===== config.mk =====
export PLATFORM = sky130hd
export DESIGN_NAME = stat_dump
export DESIGN_NICKNAME = d
export VERILOG_FILES = /design/src/rtl/stat_dump_pkg.sv /design/src/rtl/stat_dump_snap.sv /design/src/rtl/stat_dump.sv
export SDC_FILE = /design/constraint.sdc
export NUM_CORES = 1
export LEC_CHECK = 0
export BUFFER_PORTS_ARGS = -buffer_cell sky130_fd_sc_hd__buf_2
export CORE_ASPECT_RATIO = 0.75
export CORE_MARGIN = 5
export CORE_UTILIZATION = 40
export DETAILED_ROUTE_END_ITERATION = 7
export PLACE_DENSITY = 0.71
export SLEW_MARGIN = 10
export SYNTH_ARGS = -nofsm -noshare
export SYNTH_HDL_FRONTEND = slang
export SYNTH_HIERARCHICAL = 1
export SYNTH_SLANG_ARGS = --single-unit

===== constraint.sdc =====
create_clock -name nGCLK -period 4.3 [get_ports nGCLK]
set_clock_uncertainty 0.15 [all_clocks]
set_input_delay 0.215 -clock nGCLK [delete_from_list [all_inputs] [get_ports nGCLK]]
set_output_delay 0.215 -clock nGCLK [all_outputs]
set_load 0.01 [all_outputs]

===== src/rtl/stat_dump_pkg.sv =====
// stat_dump_pkg: shared types and constants for the performance-counter dump
// block (state encoding, counter word indices, frame sizes, header tag).
package stat_dump_pkg;

  typedef enum logic [1:0] {
    IDLE = 2'd0,
    HDR  = 2'd1,
    DATA = 2'd2,
    CSUM = 2'd3
  } state_e;

  localparam int unsigned NUM_CTRS = 11;

  localparam logic [3:0] IDX_COUNT       = 4'd0;
  localparam logic [3:0] IDX_CYC_COUNT   = 4'd1;
  localparam logic [3:0] IDX_TIME_COUNT  = 4'd2;
  localparam logic [3:0] IDX_IMISS_COUNT = 4'd3;
  localparam logic [3:0] IDX_DMISS_COUNT = 4'd4;
  localparam logic [3:0] IDX_IACCESSES   = 4'd5;
  localparam logic [3:0] IDX_DACCESSES   = 4'd6;
  localparam logic [3:0] IDX_PREDICTED   = 4'd7;
  localparam logic [3:0] IDX_PCORRECT    = 4'd8;
  localparam logic [3:0] IDX_SPEC_IABORT = 4'd9;
  localparam logic [3:0] IDX_SPEC_DABORT = 4'd10;

  localparam logic [7:0] NWORDS_CSUM   = 8'd13;
  localparam logic [7:0] NWORDS_NOCSUM = 8'd12;

  localparam logic [7:0] HDR_TAG_DEFAULT = 8'hA5;

  // Saturating 8-bit increment (holds at FF).
  function automatic logic [7:0] sat_inc8(input logic [7:0] v);
    return (v == 8'hFF) ? v : v + 8'd1;
  endfunction

endpackage


===== src/rtl/stat_dump_snap.sv =====
// stat_dump_snap: 11 x 32-bit snapshot register bank.
// Ports:
//   clk, rst_n  - clock, async active-low reset (clears all entries)
//   load        - capture all of ctr_in on this edge
//   ctr_in      - packed counter vector, entry i = word index i
//   rd_idx      - read index; out-of-range indices read as zero
//   rd_data     - selected snapshot entry
module stat_dump_snap
  import stat_dump_pkg::*;
(
  input  logic                           clk,
  input  logic                           rst_n,
  input  logic                           load,
  input  logic [NUM_CTRS-1:0][31:0]      ctr_in,
  input  logic [3:0]                     rd_idx,
  output logic [31:0]                    rd_data
);

  logic [NUM_CTRS-1:0][31:0] snap_q, snap_d;

  always_comb begin
    snap_d = snap_q;
    if (load) snap_d = ctr_in;
  end

  always_ff @(posedge clk or negedge rst_n) begin
    if (!rst_n) snap_q <= '0;
    else        snap_q <= snap_d;
  end

  always_comb begin
    rd_data = '0;
    if (32'(rd_idx) < NUM_CTRS) rd_data = snap_q[rd_idx];
  end

endmodule


===== src/rtl/stat_dump.sv =====
// stat_dump: snapshots the 11 core performance counters and streams them as a
// framed sequence of 32-bit words over valid/ready.
// Frame: header {HDR_TAG, seq, nwords, 8'h00}, 11 counter words, and, when
// built with STAT_DUMP_CSUM_EN, a trailing XOR checksum of all prior words.
// Ports:
//   nGCLK, nRESET      - clock (posedge), async active-low reset
//   dump_req           - dump request, one per high cycle
//   count..spec_dabort - counter inputs, word indices 0..10
//   dump_ready         - sink accepts the current word
//   dump_valid/data/last - word output, last marks the final frame word
//   busy               - frame in progress
//   drop_count         - saturating count of lost requests
// Parameters: HDR_TAG (header tag), AUTO_PERIOD (auto dump period, 0 = off).
// Macro: STAT_DUMP_CSUM_EN adds the checksum word.
module stat_dump
  import stat_dump_pkg::*;
#(
  parameter logic [7:0]  HDR_TAG     = HDR_TAG_DEFAULT,
  parameter int unsigned AUTO_PERIOD = 0
) (
  input  logic        nGCLK,
  input  logic        nRESET,
  input  logic        dump_req,
  input  logic [31:0] count,
  input  logic [31:0] cyc_count,
  input  logic [31:0] time_count,
  input  logic [31:0] imiss_count,
  input  logic [31:0] dmiss_count,
  input  logic [31:0] iaccesses,
  input  logic [31:0] daccesses,
  input  logic [31:0] predicted,
  input  logic [31:0] pcorrect,
  input  logic [31:0] spec_iabort,
  input  logic [31:0] spec_dabort,
  input  logic        dump_ready,
  output logic        dump_valid,
  output logic [31:0] dump_data,
  output logic        dump_last,
  output logic        busy,
  output logic [7:0]  drop_count
);

`ifdef STAT_DUMP_CSUM_EN
  localparam logic [7:0] NWORDS = NWORDS_CSUM;
`else
  localparam logic [7:0] NWORDS = NWORDS_NOCSUM;
`endif

  localparam bit          AUTO_EN   = (AUTO_PERIOD != 0);
  localparam logic [31:0] AUTO_LAST = AUTO_EN ? 32'(AUTO_PERIOD - 1) : '0;

  state_e      state_q, state_d;
  logic [3:0]  idx_q, idx_d;
  logic [7:0]  seq_q, seq_d;
  logic        pending_q, pending_d;
  logic [7:0]  drop_q, drop_d;
  logic [31:0] timer_q, timer_d;
`ifdef STAT_DUMP_CSUM_EN
  logic [31:0] csum_q, csum_d;
`endif

  logic                      auto_tick;
  logic                      new_req;
  logic                      xfer;
  logic                      snap_load;
  logic [31:0]               snap_rd;
  logic [31:0]               header;
  logic [NUM_CTRS-1:0][31:0] ctr_in;

  always_comb begin
    ctr_in                  = '0;
    ctr_in[IDX_COUNT]       = count;
    ctr_in[IDX_CYC_COUNT]   = cyc_count;
    ctr_in[IDX_TIME_COUNT]  = time_count;
    ctr_in[IDX_IMISS_COUNT] = imiss_count;
    ctr_in[IDX_DMISS_COUNT] = dmiss_count;
    ctr_in[IDX_IACCESSES]   = iaccesses;
    ctr_in[IDX_DACCESSES]   = daccesses;
    ctr_in[IDX_PREDICTED]   = predicted;
    ctr_in[IDX_PCORRECT]    = pcorrect;
    ctr_in[IDX_SPEC_IABORT] = spec_iabort;
    ctr_in[IDX_SPEC_DABORT] = spec_dabort;
  end

  stat_dump_snap u_snap (
    .clk     (nGCLK),
    .rst_n   (nRESET),
    .load    (snap_load),
    .ctr_in  (ctr_in),
    .rd_idx  (idx_q),
    .rd_data (snap_rd)
  );

  always_comb begin
    auto_tick  = AUTO_EN && (timer_q == AUTO_LAST);
    new_req    = dump_req | auto_tick;
    header     = {HDR_TAG, seq_q, NWORDS, 8'h00};
    dump_valid = (state_q != IDLE);
    busy       = (state_q != IDLE);
    drop_count = drop_q;
    xfer       = dump_valid & dump_ready;

    state_d    = state_q;
    idx_d      = idx_q;
    seq_d      = seq_q;
    pending_d  = pending_q;
    drop_d     = drop_q;
    timer_d    = '0;
    snap_load  = 1'b0;
    dump_data  = '0;
    dump_last  = 1'b0;
`ifdef STAT_DUMP_CSUM_EN
    csum_d     = csum_q;
`endif

    if (AUTO_EN && !auto_tick) timer_d = timer_q + 32'd1;

    case (state_q)
      IDLE: begin
        if (new_req || pending_q) begin
          snap_load = 1'b1;
          pending_d = 1'b0;
          state_d   = HDR;
        end
      end
      HDR: begin
        dump_data = header;
        if (xfer) begin
          state_d = DATA;
          idx_d   = '0;
`ifdef STAT_DUMP_CSUM_EN
          csum_d  = header;
`endif
        end
      end
      DATA: begin
        dump_data = snap_rd;
`ifndef STAT_DUMP_CSUM_EN
        dump_last = (idx_q == IDX_SPEC_DABORT);
`endif
        if (xfer) begin
`ifdef STAT_DUMP_CSUM_EN
          csum_d = csum_q ^ snap_rd;
`endif
          if (idx_q == IDX_SPEC_DABORT) begin
`ifdef STAT_DUMP_CSUM_EN
            state_d = CSUM;
`else
            state_d = IDLE;
            seq_d   = seq_q + 8'd1;
`endif
          end else begin
            idx_d = idx_q + 4'd1;
          end
        end
      end
`ifdef STAT_DUMP_CSUM_EN
      CSUM: begin
        dump_data = csum_q;
        dump_last = 1'b1;
        if (xfer) begin
          state_d = IDLE;
          seq_d   = seq_q + 8'd1;
        end
      end
`endif
      default: state_d = IDLE;
    endcase

    // A request seen while a frame is active (including its final transfer
    // edge) is queued once; further ones are counted as dropped.
    if (state_q != IDLE && new_req) begin
      if (!pending_q) pending_d = 1'b1;
      else            drop_d    = sat_inc8(drop_q);
    end
  end

  always_ff @(posedge nGCLK or negedge nRESET) begin
    if (!nRESET) begin
      state_q   <= IDLE;
      idx_q     <= '0;
      seq_q     <= '0;
      pending_q <= 1'b0;
      drop_q    <= '0;
      timer_q   <= '0;
`ifdef STAT_DUMP_CSUM_EN
      csum_q    <= '0;
`endif
    end else begin
      state_q   <= state_d;
      idx_q     <= idx_d;
      seq_q     <= seq_d;
      pending_q <= pending_d;
      drop_q    <= drop_d;
      timer_q   <= timer_d;
`ifdef STAT_DUMP_CSUM_EN
      csum_q    <= csum_d;
`endif
    end
  end

endmodule


==> impl_metrics.json <==
{
  "dpl.hpwl_mm": 38.2,
  "antenna_found_initial": 10,
  "maxCapViolCount": 0,
  "grt-ovfl-total": 0,
  "setup_tns_ns": 0,
  "cp_data_arrival_time_ns": 3.22,
  "finalHoldViolCount": 0,
  "cts.clk_slew.worst_paths_ns": 0.07,
  "vias": 13468,
  "seqPwrFrac_pct": 36.9,
  "clock_path_buffers": 3,
  "routed_via_density": 5.27,
  "rr_worst_depth": 6,
  "synth_edf_count": 0,
  "tightest_slew_ns": 1.06,
  "tritoncts": "built",
  "fillCellCount": 3401,
  "hold_start": "dump_ready",
  "ys_warn_count": 6,
  "endpoint_kind": "output pin",
  "num_rows": 66,
  "outcome": "finished, final reports clean",
  "p_int_w": 0.0113,
  "initial_core_util_pct": 40.6,
  "clkLatencyLatePin_ns": 0.54,
  "fin_util_pct": 57.7,
  "sw_frac_of_total_pct": 35.7,
  "cp.required_ns": 3.93,
  "slew_headroom_pct": 29.4,
  "place_area_sq_um": 20200,
  "finalCritPeriodShare_pct": 83.3,
  "p_leak_nw": 10.8,
  "drc": 0,
  "clock_power_share_pct": 19.6,
  "cp_cell_sequence": "buf_4, mux2i_1, a221oi_1, a22o_1, and2_1, buf_2",
  "synth_cell_type_count": 45,
  "grt_pass1_wl_mm": 87.8,
  "power_w": 0.0176,
  "final_layout_size_suffix_gt1_share_pct": 31.5,
  "io_pins": 399,
  "area_growth_pct": 42.1,
  "port_buffers": 398,
  "synthArstFlopShare_pct": 100,
  "fin_area_sq_um": 25000,
  "grt_use_met3_pct": 6.44,
  "power.switching_w": 0.00629,
  "synth-seq-area-share_pct": 53.2,
  "synth_cells": 1211,
  "rsz0062_at_grt": "no",
  "grt_pass1_vias": 14757,
  "timing.rr.start": "state_q[0]",
  "worst_ir_drop_vdd_mv": 0.506,
  "pre_cts_ws_ns": 1.33,
  "fp.dieH_um": 192,
  "multi_input_area_sq_um": 7720,
  "combPwrFrac_pct": 43.6,
  "numCtsBuffers": 40,
  "crit_slowest_cell": "dfrtp_4",
  "cts_resized": 0,
  "cp_top_family": "flip-flops",
  "gr-usage-met1_pct": 32.4,
  "period_minus_slack_ns": 3.58,
  "die-area_sq_um": 48400,
  "grt_max_degree": 146,
  "setup_slack_ns": 0.720,
  "die_w_um": 252,
  "track_usage_pct": 23.6,
  "syn_avg_cell_area_sq_um": 14.6,
  "powerDensity_nw_per_um2": 703,
  "ant_nets": 0,
  "r2r-end": "u_snap/snap_q[322]",
  "ys.flop_type": "dfrtp_1",
  "cpPeakStageDelay_ns": 0.92,
  "setup_viol": 0,
  "met2_usage_pct": 37.3,
  "busiest_layer": "met2",
  "crit_type": "flop to output pin",
  "synth_seq_cells": 375,
  "gp_congestion": 0.849,
  "report.final.slew_viol_count": 0,
  "register_area_sq_um": 9390,
  "r2r_slack_ns": 1.70,
  "whs_endpoint": "seq_q[0]",
  "synth_fp_nets": 1576,
  "drt_first_pass_iters": 5,
  "core_area_sq_um": 43400,
  "h-tree-depth": 2,
  "avgRoutedWirePerCell_um": 22.8,
  "fmax_mhz": 279,
  "clockRootBuffer": "clkbuf_16",
  "min_path_type": "input port to flop",
  "start_kind": "flop",
  "final_nets": 2307,
  "hold_path_depth": 4,
  "drt_iter0_drc": 791,
  "drt_wl_total_mm": 58.2,
  "syn-cell-area_sq_um": 17600,
  "cp_max_fo": 36,
  "numClockSinks": 375,
  "path_buf_inv": 2
}
## synth_stat cells, drive strengths merged (9+ instances only)
library cell,n,area [sq um]
clkbuf,20,75.1
buf,71,457
nor2b,18,115
o2bb2ai,32,280
mux4,32,721
nand2b,35,219
mux2i,97,971
ha,9,113
a22o,33,289
dfrtp,375,9380
mux2,360,4050
inv,9,33.8
a221oi,32,343
and2,18,113
## worst max path at each step
stage	startpoint	to	slack, ns	cells past startpoint
6_report	idx_q[0]	dump_data[30]	0.72	6
5_1_grt	idx_q[0]	dump_data[29]	0.59	7
4_1_cts	idx_q[0]	dump_data[11]	0.72	6
3_5_place_dp	idx_q[0]	dump_data[16]	1.33	7
3_3_place_gp	idx_q[0]	dump_data[11]	1.30	6
2_1_floorplan	state_q[0]	u_snap/snap_q[100]	2.07	8
## flip-flops by register name (all words and copies together), names as in the netlist
register,count
idx_q,4
seq_q,8
u_snap/snap_q,352
state_q,2
pending_q,1
drop_count,8
## logic make-up (layout without fill, tap and decap cells)
kind of cell	Yosys count	count (layout)	share of synthesized area (%)
fa+ha+maj	9	9	0.639
flops	375	375	53.2
simple gates	106	106	3.68
buf+inv	100	860	3.21
mux	489	489	32.6
other cells	0	6	0
xor+xnor	10	10	0.497
compound gates	122	122	6.15
## timing repair
| item | 4_1_cts | 5_1_grt |
|---|---|---|
| hold buffers | 354 | 0 |
| buffers inserted | 0 | 0 |
| hold endpoints to repair | 482 | 0 |
| setup endpoints to repair | 0 | 0 |
## tightest hold or removal path, cell delays in order
cell and delay [ns]:
buf_2 0.10, nor2b_2 0.16, nor4b_4 0.16, xor2_1 0.12
## per-stage QoR
stage / std cells / hold slack [ns]
after floorplan: 1211 / -0.231
after global placement: 2124 / 0.274
after detailed placement: 2124 / 0.282
after CTS: 2549 / 0.0822
after global routing: 2555 / 0.121
final: 2555 / 0.113
## cells in the final DEF (no fill, tap or decap), types with 4 or more instances in the layout
cell type      count
clkbuf_8           7
mux2_2            78
and2_1            18
xnor2_1            8
buf_12             8
mux2_1           282
diode_2            6
ha_1               9
a22oi_1            8
clkbuf_16         40
a221oi_1          22
buf_4             20
nand2_1            6
nor2b_1           15
a22o_1            33
a221oi_2          10
nand4_1            7
clkinv_2           7
nand3_1            4
inv_1              8
clkbuf_1           9
o2bb2ai_1         32
dlygate4sd3_1    354
buf_2            397
mux2i_1           97
nand2b_1          35
a21oi_1            8
dfrtp_1          371
nor2_1             6
mux4_2            32
## cell type report
| cell class | instances | area share (%) |
|---|---|---|
| flip-flops and latches | 375 | 37.5 |
| inverters | 9 | 0.135 |
| clock inverters | 15 | 0.694 |
| multi-input cells | 736 | 30.8 |
| repair buffers | 780 | 23.4 |
| diodes | 6 | 0.0600 |
| clock buffers | 56 | 4.52 |
| well taps | 578 | 2.89 |
## routing by layer
| metal | wire length [um] | vias to the layer above |
|---|---|---|
| met3 | 4350 | 101 |
| met1 | 25500 | 6929 |
| met5 | 27 | - |
| met2 | 26900 | 483 |
| li1 | - | 5951 |
| met4 | 1420 | 4 |
## power groups by stage
| stage | registers [W] | clock network [W] | logic [W] |
|---|---|---|---|
| final | 0.00649 | 0.00345 | 0.00768 |
| after global routing | 0.00666 | 0.00367 | 0.00824 |
| after CTS | 0.00641 | 0.00353 | 0.00759 |
| after detailed placement | 0.00647 | 0 | 0.00732 |
| after global placement | 0.00641 | 0 | 0.00710 |
| after floorplan | 0.00595 | 0 | 0.00553 |
No activity file was read; power rests on OpenSTA's default activity.
